File: src/rtl/mem_stage.sv
`default_nettype none
// ============================================================================
//  Module   : mem_stage
//  Purpose  : d16 memory-access / writeback stage. Runs at most one data-bus
//             transaction per instruction (stalling upstream while it is
//             outstanding), then issues a one-cycle writeback to RF, SP and LR.
//  Revision : 1.0  initial release
// ============================================================================
module mem_stage (
  input  logic        clk,
  input  logic        rst,
  input  logic        en,
  input  logic [1:0]  mem_op,
  input  logic        byte_op,
  input  logic [15:0] out,
  input  logic [15:0] mem_data,
  input  logic        write,
  input  logic [2:0]  rD_sel,
  input  logic        sp_wr,
  input  logic [15:0] SP_out,
  input  logic        lr_wr_en,
  input  logic [15:0] lr_data,
  output logic        stall,
  output logic        rf_wr_en,
  output logic [2:0]  rf_wr_sel,
  output logic [15:0] rf_wr_data,
  output logic        sp_wr_en,
  output logic [15:0] sp_data,
  output logic        lr_we,
  output logic [15:0] lr_wdata,
  output logic        bus_req,
  output logic        bus_we,
  output logic [15:0] bus_addr,
  output logic [15:0] bus_wdata,
  output logic [1:0]  bus_be,
  input  logic        bus_ack,
  input  logic [15:0] bus_rdata
);

  typedef enum logic [0:0] {
    S_IDLE   = 1'b0,
    S_ACCESS = 1'b1
  } state_t;

  localparam logic [1:0] C_OP_LOAD  = 2'b01;
  localparam logic [1:0] C_OP_STORE = 2'b10;

  state_t      state_q, state_d;
  logic        take_alu_d, take_mem_d, done_d;
  logic [15:0] load_data_d;

  // Instruction fields held across the bus transaction
  logic        is_load_q, byte_q, write_q, sp_wr_q, lr_wr_q;
  logic [2:0]  sel_q;
  logic [15:0] out_q, sp_q, lr_q;

  // Registered outputs
  logic        rf_wr_en_q, sp_wr_en_q, lr_we_q, bus_req_q, bus_we_q;
  logic [2:0]  rf_wr_sel_q;
  logic [15:0] rf_wr_data_q, sp_data_q, lr_wdata_q, bus_addr_q, bus_wdata_q;
  logic [1:0]  bus_be_q;

  // Next-state decode: which instruction is accepted and when the bus completes
  always_comb begin
    state_d    = state_q;
    take_alu_d = 1'b0;
    take_mem_d = 1'b0;
    done_d     = 1'b0;
    case (state_q)
      S_IDLE: begin
        if (en) begin
          if (mem_op == C_OP_LOAD || mem_op == C_OP_STORE) begin
            take_mem_d = 1'b1;
            state_d    = S_ACCESS;
          end else begin
            take_alu_d = 1'b1;
          end
        end
      end
      S_ACCESS: begin
        if (bus_ack) begin
          done_d  = 1'b1;
          state_d = S_IDLE;
        end
      end
      default: state_d = S_IDLE;
    endcase
  end

  // Byte loads pick the lane selected by the low address bit, zero-extended
  always_comb begin
    load_data_d = bus_rdata;
    if (byte_q) begin
      load_data_d = out_q[0] ? {8'h00, bus_rdata[15:8]} : {8'h00, bus_rdata[7:0]};
    end
  end

  // State register
  always_ff @(posedge clk) begin
    if (rst) state_q <= S_IDLE;
    else     state_q <= state_d;
  end

  // Datapath: latch instruction, drive bus, produce one-cycle writeback
  always_ff @(posedge clk) begin
    if (rst) begin
      is_load_q    <= 1'b0;
      byte_q       <= 1'b0;
      write_q      <= 1'b0;
      sp_wr_q      <= 1'b0;
      lr_wr_q      <= 1'b0;
      sel_q        <= 3'd0;
      out_q        <= 16'd0;
      sp_q         <= 16'd0;
      lr_q         <= 16'd0;
      rf_wr_en_q   <= 1'b0;
      rf_wr_sel_q  <= 3'd0;
      rf_wr_data_q <= 16'd0;
      sp_wr_en_q   <= 1'b0;
      sp_data_q    <= 16'd0;
      lr_we_q      <= 1'b0;
      lr_wdata_q   <= 16'd0;
      bus_req_q    <= 1'b0;
      bus_we_q     <= 1'b0;
      bus_addr_q   <= 16'd0;
      bus_wdata_q  <= 16'd0;
      bus_be_q     <= 2'b00;
    end else begin
      rf_wr_en_q <= 1'b0;
      sp_wr_en_q <= 1'b0;
      lr_we_q    <= 1'b0;

      if (take_alu_d) begin
        rf_wr_en_q   <= write;
        rf_wr_sel_q  <= rD_sel;
        rf_wr_data_q <= out;
        sp_wr_en_q   <= sp_wr;
        sp_data_q    <= SP_out;
        lr_we_q      <= lr_wr_en;
        lr_wdata_q   <= lr_data;
      end

      if (take_mem_d) begin
        is_load_q   <= (mem_op == C_OP_LOAD);
        byte_q      <= byte_op;
        write_q     <= write;
        sp_wr_q     <= sp_wr;
        lr_wr_q     <= lr_wr_en;
        sel_q       <= rD_sel;
        out_q       <= out;
        sp_q        <= SP_out;
        lr_q        <= lr_data;
        bus_req_q   <= 1'b1;
        bus_we_q    <= (mem_op == C_OP_STORE);
        bus_addr_q  <= byte_op ? out : {out[15:1], 1'b0};
        bus_wdata_q <= byte_op ? {mem_data[7:0], mem_data[7:0]} : mem_data;
        bus_be_q    <= byte_op ? (out[0] ? 2'b10 : 2'b01) : 2'b11;
      end

      if (done_d) begin
        bus_req_q    <= 1'b0;
        rf_wr_en_q   <= write_q;
        rf_wr_sel_q  <= sel_q;
        rf_wr_data_q <= is_load_q ? load_data_d : out_q;
        sp_wr_en_q   <= sp_wr_q;
        sp_data_q    <= sp_q;
        lr_we_q      <= lr_wr_q;
        lr_wdata_q   <= lr_q;
      end
    end
  end

  assign stall      = (state_q == S_ACCESS);
  assign rf_wr_en   = rf_wr_en_q;
  assign rf_wr_sel  = rf_wr_sel_q;
  assign rf_wr_data = rf_wr_data_q;
  assign sp_wr_en   = sp_wr_en_q;
  assign sp_data    = sp_data_q;
  assign lr_we      = lr_we_q;
  assign lr_wdata   = lr_wdata_q;
  assign bus_req    = bus_req_q;
  assign bus_we     = bus_we_q;
  assign bus_addr   = bus_addr_q;
  assign bus_wdata  = bus_wdata_q;
  assign bus_be     = bus_be_q;

endmodule
`default_nettype wire

File: config.mk
export PLATFORM = sky130hd
export DESIGN_NAME = mem_stage
export DESIGN_NICKNAME = d
export VERILOG_FILES = /design/src/rtl/mem_stage.sv
export SDC_FILE = /design/constraint.sdc
export NUM_CORES = 1
export LEC_CHECK = 0
export BUFFER_PORTS_ARGS = -buffer_cell sky130_fd_sc_hd__buf_4
export CAP_MARGIN = 5
export CELL_PAD_IN_SITES_DETAIL_PLACEMENT = 0
export CELL_PAD_IN_SITES_GLOBAL_PLACEMENT = 1
export CORE_ASPECT_RATIO = 0.9
export CORE_MARGIN = 5
export CORE_UTILIZATION = 36
export CTS_CLUSTER_SIZE = 8
export DETAILED_ROUTE_END_ITERATION = 8
export PLACE_DENSITY = 0.87
export SLEW_MARGIN = 30
export SYNTH_ARGS = -nofsm -noshare
export SYNTH_HDL_FRONTEND = slang
export SYNTH_SLANG_ARGS = --single-unit
export TNS_END_PERCENT = 5
File: constraint.sdc
create_clock -name clk -period 2.3 [get_ports clk]
set_clock_uncertainty 0.1 [all_clocks]
set_input_delay 0.345 -clock clk [delete_from_list [all_inputs] [get_ports clk]]
set_output_delay 0.345 -clock clk [all_outputs]
set_load 0.005 [all_outputs]
==> flow_metrics.tcl <==
set metrics [dict create \
    hold_viol 0 \
    drtIter0Drc 318 \
    syn-cell-area_um2 5620 \
    dp_hpwl_mm 11.3 \
    cts_made_buffers 17 \
    row_count 43 \
    max_freq_mhz 500 \
    clockPowerShare 0.461 \
    period_minus_slack_ns 2.00 \
    power_leakage_nw 3.18 \
    fill_cells 1524 \
    critical_path_class "reg -> reg" \
    clkTransAtPathRegs_ns 0.06 \
    dp_worst_setup_slack_ns 0.268 \
    fin_crit_sh 0.870 \
    coreArea_um2 15400 \
    wl_per_cell_um 16.1 \
    peakVddDrop_mv 0.521 \
    r2r_end "sp_data[14]" \
    path_depth 4 \
    cap_violations 0 \
    sw_frac_of_total 0.246 \
    clk-insertion-delay-late_ns 0.42 \
    fin_nets 927 \
    vias_per_cell 5.15 \
    cp.required_ns 2.47 \
    grt_pass1_vias 5107 \
    crit_start "stall" \
    grt_pass1_wl_mm 26.6 \
    max_stage_delay_ns 0.74 \
    worst_slack_ns 0.299 \
    slew_headroom 0.555 \
    cp_cell_sequence "nand2_2, nand2_1, buf_4, a311oi_1" \
    drive_gt1_frac 0.288 \
    syn_nets 788 \
    drv_slew 0 \
    crit_buf_inv 1 \
    worstPathMaxFanout 35 \
    overflow 0 \
    end_kind "flip-flop" \
    die-area_um2 18200 \
    routabilityCongestion 0.781 \
    grt_max_degree 75 \
    p_per_area_nw_per_um2 854 \
    crit_arrival_ns 2.17 \
    drtPass1Iterations 5 \
    vias 5389 \
    intPower_w 0.00493 \
    ios 184 \
    die_x_um 142 \
    rsz0062_at_grt "no" \
    holdBufCountCts 0 \
    crit_family "flip-flops" \
    post_cts_buffers 0 \
    comb_power_share 0.144 \
    drt-total-wl_mm 16.8 \
    critPathCapture "sp_data[14]" \
    status "completed" \
    clock-root-buffer "clkbuf_16" \
    ctsResizeCount 0 \
    ys_types 35 \
    setup_viol 0 \
    start_kind "flip-flop" \
    syn-mean-instance-area_um2 8.11 \
    cts_tree "yes" \
    p_seq_frac 0.395 \
    power.switching_w 0.00160 \
    portBuffers 183 \
    track_usage 0.182 \
    hold_slack_ns 0.0779 \
    cts_htree_levels 4 \
    drc 0 \
    reg2reg_from "stall" \
    cts_buffer_depth 2 \
    hp-class "in -> reg" \
    reg2reg_depth 4 \
    start_util 0.365 \
    max_slew.worst_pin.slew_ns 0.667 \
    areaGrowthSynthToFinish_pct 36.1 \
    clock-sinks 132 \
    synthCells 693 \
    yosysSeqAreaShare 0.470 \
    setup_tns_ns 0 \
    antenna_found_initial 0 \
    die_y_um 129 \
    crit_slowest_cell "dfxtp_1" \
    ys_ff_latch 132 \
    ant_nets 0 \
    r2r_slack_ns 0.30 \
    yosys_warnings 0 \
    n_antenna_cell 0 \
]
-- synthesized netlist by cell type --
cell type / number / area share
a211oi_1: 10 / 0.013
a21bo_2: 7 / 0.012
a21o_1: 2 / 0.0027
a21oi_1: 70 / 0.062
a221oi_1: 8 / 0.012
a22oi_1: 3 / 0.0040
a311o_1: 1 / 0.0018
a311oi_1: 45 / 0.070
a31oi_1: 1 / 0.0011
a32o_1: 5 / 0.0089
and2_1: 2 / 0.0022
and3b_1: 1 / 0.0016
buf_1: 3 / 0.0020
buf_2: 29 / 0.026
buf_4: 21 / 0.028
buf_6: 5 / 0.010
clkbuf_1: 22 / 0.015
clkinv_1: 1 / 0.00067
dfxtp_1: 132 / 0.47
ha_1: 2 / 0.0045
inv_1: 8 / 0.0053
mux2i_1: 9 / 0.016
nand2_1: 220 / 0.15
nand2b_1: 1 / 0.0011
nand3_1: 8 / 0.0071
nand3b_1: 2 / 0.0027
nor2_1: 20 / 0.013
nor2b_1: 3 / 0.0033
nor3_1: 37 / 0.033
nor3_4: 1 / 0.0029
nor3b_4: 1 / 0.0033
o2111ai_1: 5 / 0.0078
o211ai_1: 1 / 0.0013
o21ai_0: 6 / 0.0053
or3b_1: 1 / 0.0016
-- through the flow --
| stage | cells | power, W | instance area (µm²) | utilization |
|---|---|---|---|---|
| 6_report | 1047 | 0.00653 | 7650 | 0.497 |
| 2_1_floorplan | 693 | 0.00310 | 5620 | - |
| 3_5_place_dp | 1015 | 0.00358 | 6990 | 0.454 |
| 3_3_place_gp | 1015 | 0.00357 | 6990 | 0.454 |
| 5_1_grt | 1047 | 0.00683 | 7650 | 0.497 |
| 4_1_cts | 1047 | 0.00662 | 7650 | 0.497 |
-- per-layer routing --
metal  vias up  wire length [µm]  GRT usage
li1       2669                 -          -
met1      2494              7490      0.242
met2       210              7520      0.283
met3        16              1650     0.0635
met4         0               172     0.0514
met5         -                 0          0
-- logic make-up (layout without fill, tap and decap cells) --
kind of cell,Yosys count,in the layout,share of synthesized area
AO/OA/AOI/OAI,164,164,0.204
AND/OR/NAND/NOR,297,297,0.219
flip-flops,132,132,0.470
adder cells (fa/ha/maj),2,2,0.00445
multiplexers,9,9,0.0160
buffers and inverters,89,241,0.0866
-- worst min-delay path by stage --
stage	start	endpoint	slack (ns)	cells after the start
6_report	lr_wr_en	lr_wr_q	0.08	3
4_1_cts	write	rf_wr_en	0.06	3
5_1_grt	out[0]	bus_be[0]	0.06	2
3_5_place_dp	lr_q[4]	lr_q[4]	0.35	2
3_3_place_gp	sp_q[2]	sp_q[2]	0.34	2
2_1_floorplan	lr_q[0]	lr_q[0]	0.34	2
-- sequential cells by signal, summed over array words and instances (netlist names), 2 cells and up --
name and count:
lr_wdata 16, out_q 16, bus_be 2, sel_q 3, rf_wr_sel 3, lr_q 16, rf_wr_data 16, bus_wdata 16
sp_q 16, sp_data 16
-- worst reg2reg max path, delay by kind of cell (launching register included) --
kind / cells / cell delay, ns
flops: 1 / 0.74
buf+inv: 1 / 0.38
simple gates: 2 / 0.45
compound gates: 1 / 0.18
-- final cells by class --
class	count	area [µm²]	area share
multi-input cells	472	2500	0.326
inverters	9	33.8	0.00442
well taps	202	253	0.0330
repair buffers	200	1560	0.204
clock buffers	21	460	0.0602
clock inverters	11	199	0.0260
flip-flops and latches	132	2640	0.345
-- power groups by stage --
| stage | combinational (W) | clock (W) | sequential (W) |
|---|---|---|---|
| finish | 0.000941 | 0.00301 | 0.00258 |
| global placement | 0.000946 | 0 | 0.00262 |
| global route | 0.00105 | 0.00318 | 0.00260 |
| detailed placement | 0.000953 | 0 | 0.00263 |
| CTS | 0.000956 | 0.00308 | 0.00258 |
| floorplan | 0.000498 | 0 | 0.00261 |
-- placed cells by master (no fill, tap or decap), types with 2 or more instances in the layout --
cell type,count
clkbuf_8,2
nand3b_1,2
mux2i_1,9
buf_4,195
ha_1,2
a21o_1,2
clkinv_4,2
clkbuf_1,2
nor2b_1,3
a22oi_1,3
bufinv_16,5
dfxtp_1,132
clkbuf_16,17
a211oi_1,10
clkinvlp_4,3
a21bo_2,7
a311oi_1,45
nand3_1,8
o21ai_0,6
a221oi_1,8
a21oi_1,70
a32o_1,5
buf_12,5
inv_1,8
nor2_1,20
nor3_1,37
o2111ai_1,5
nand2_1,219
(Power assumes the default switching activity.)
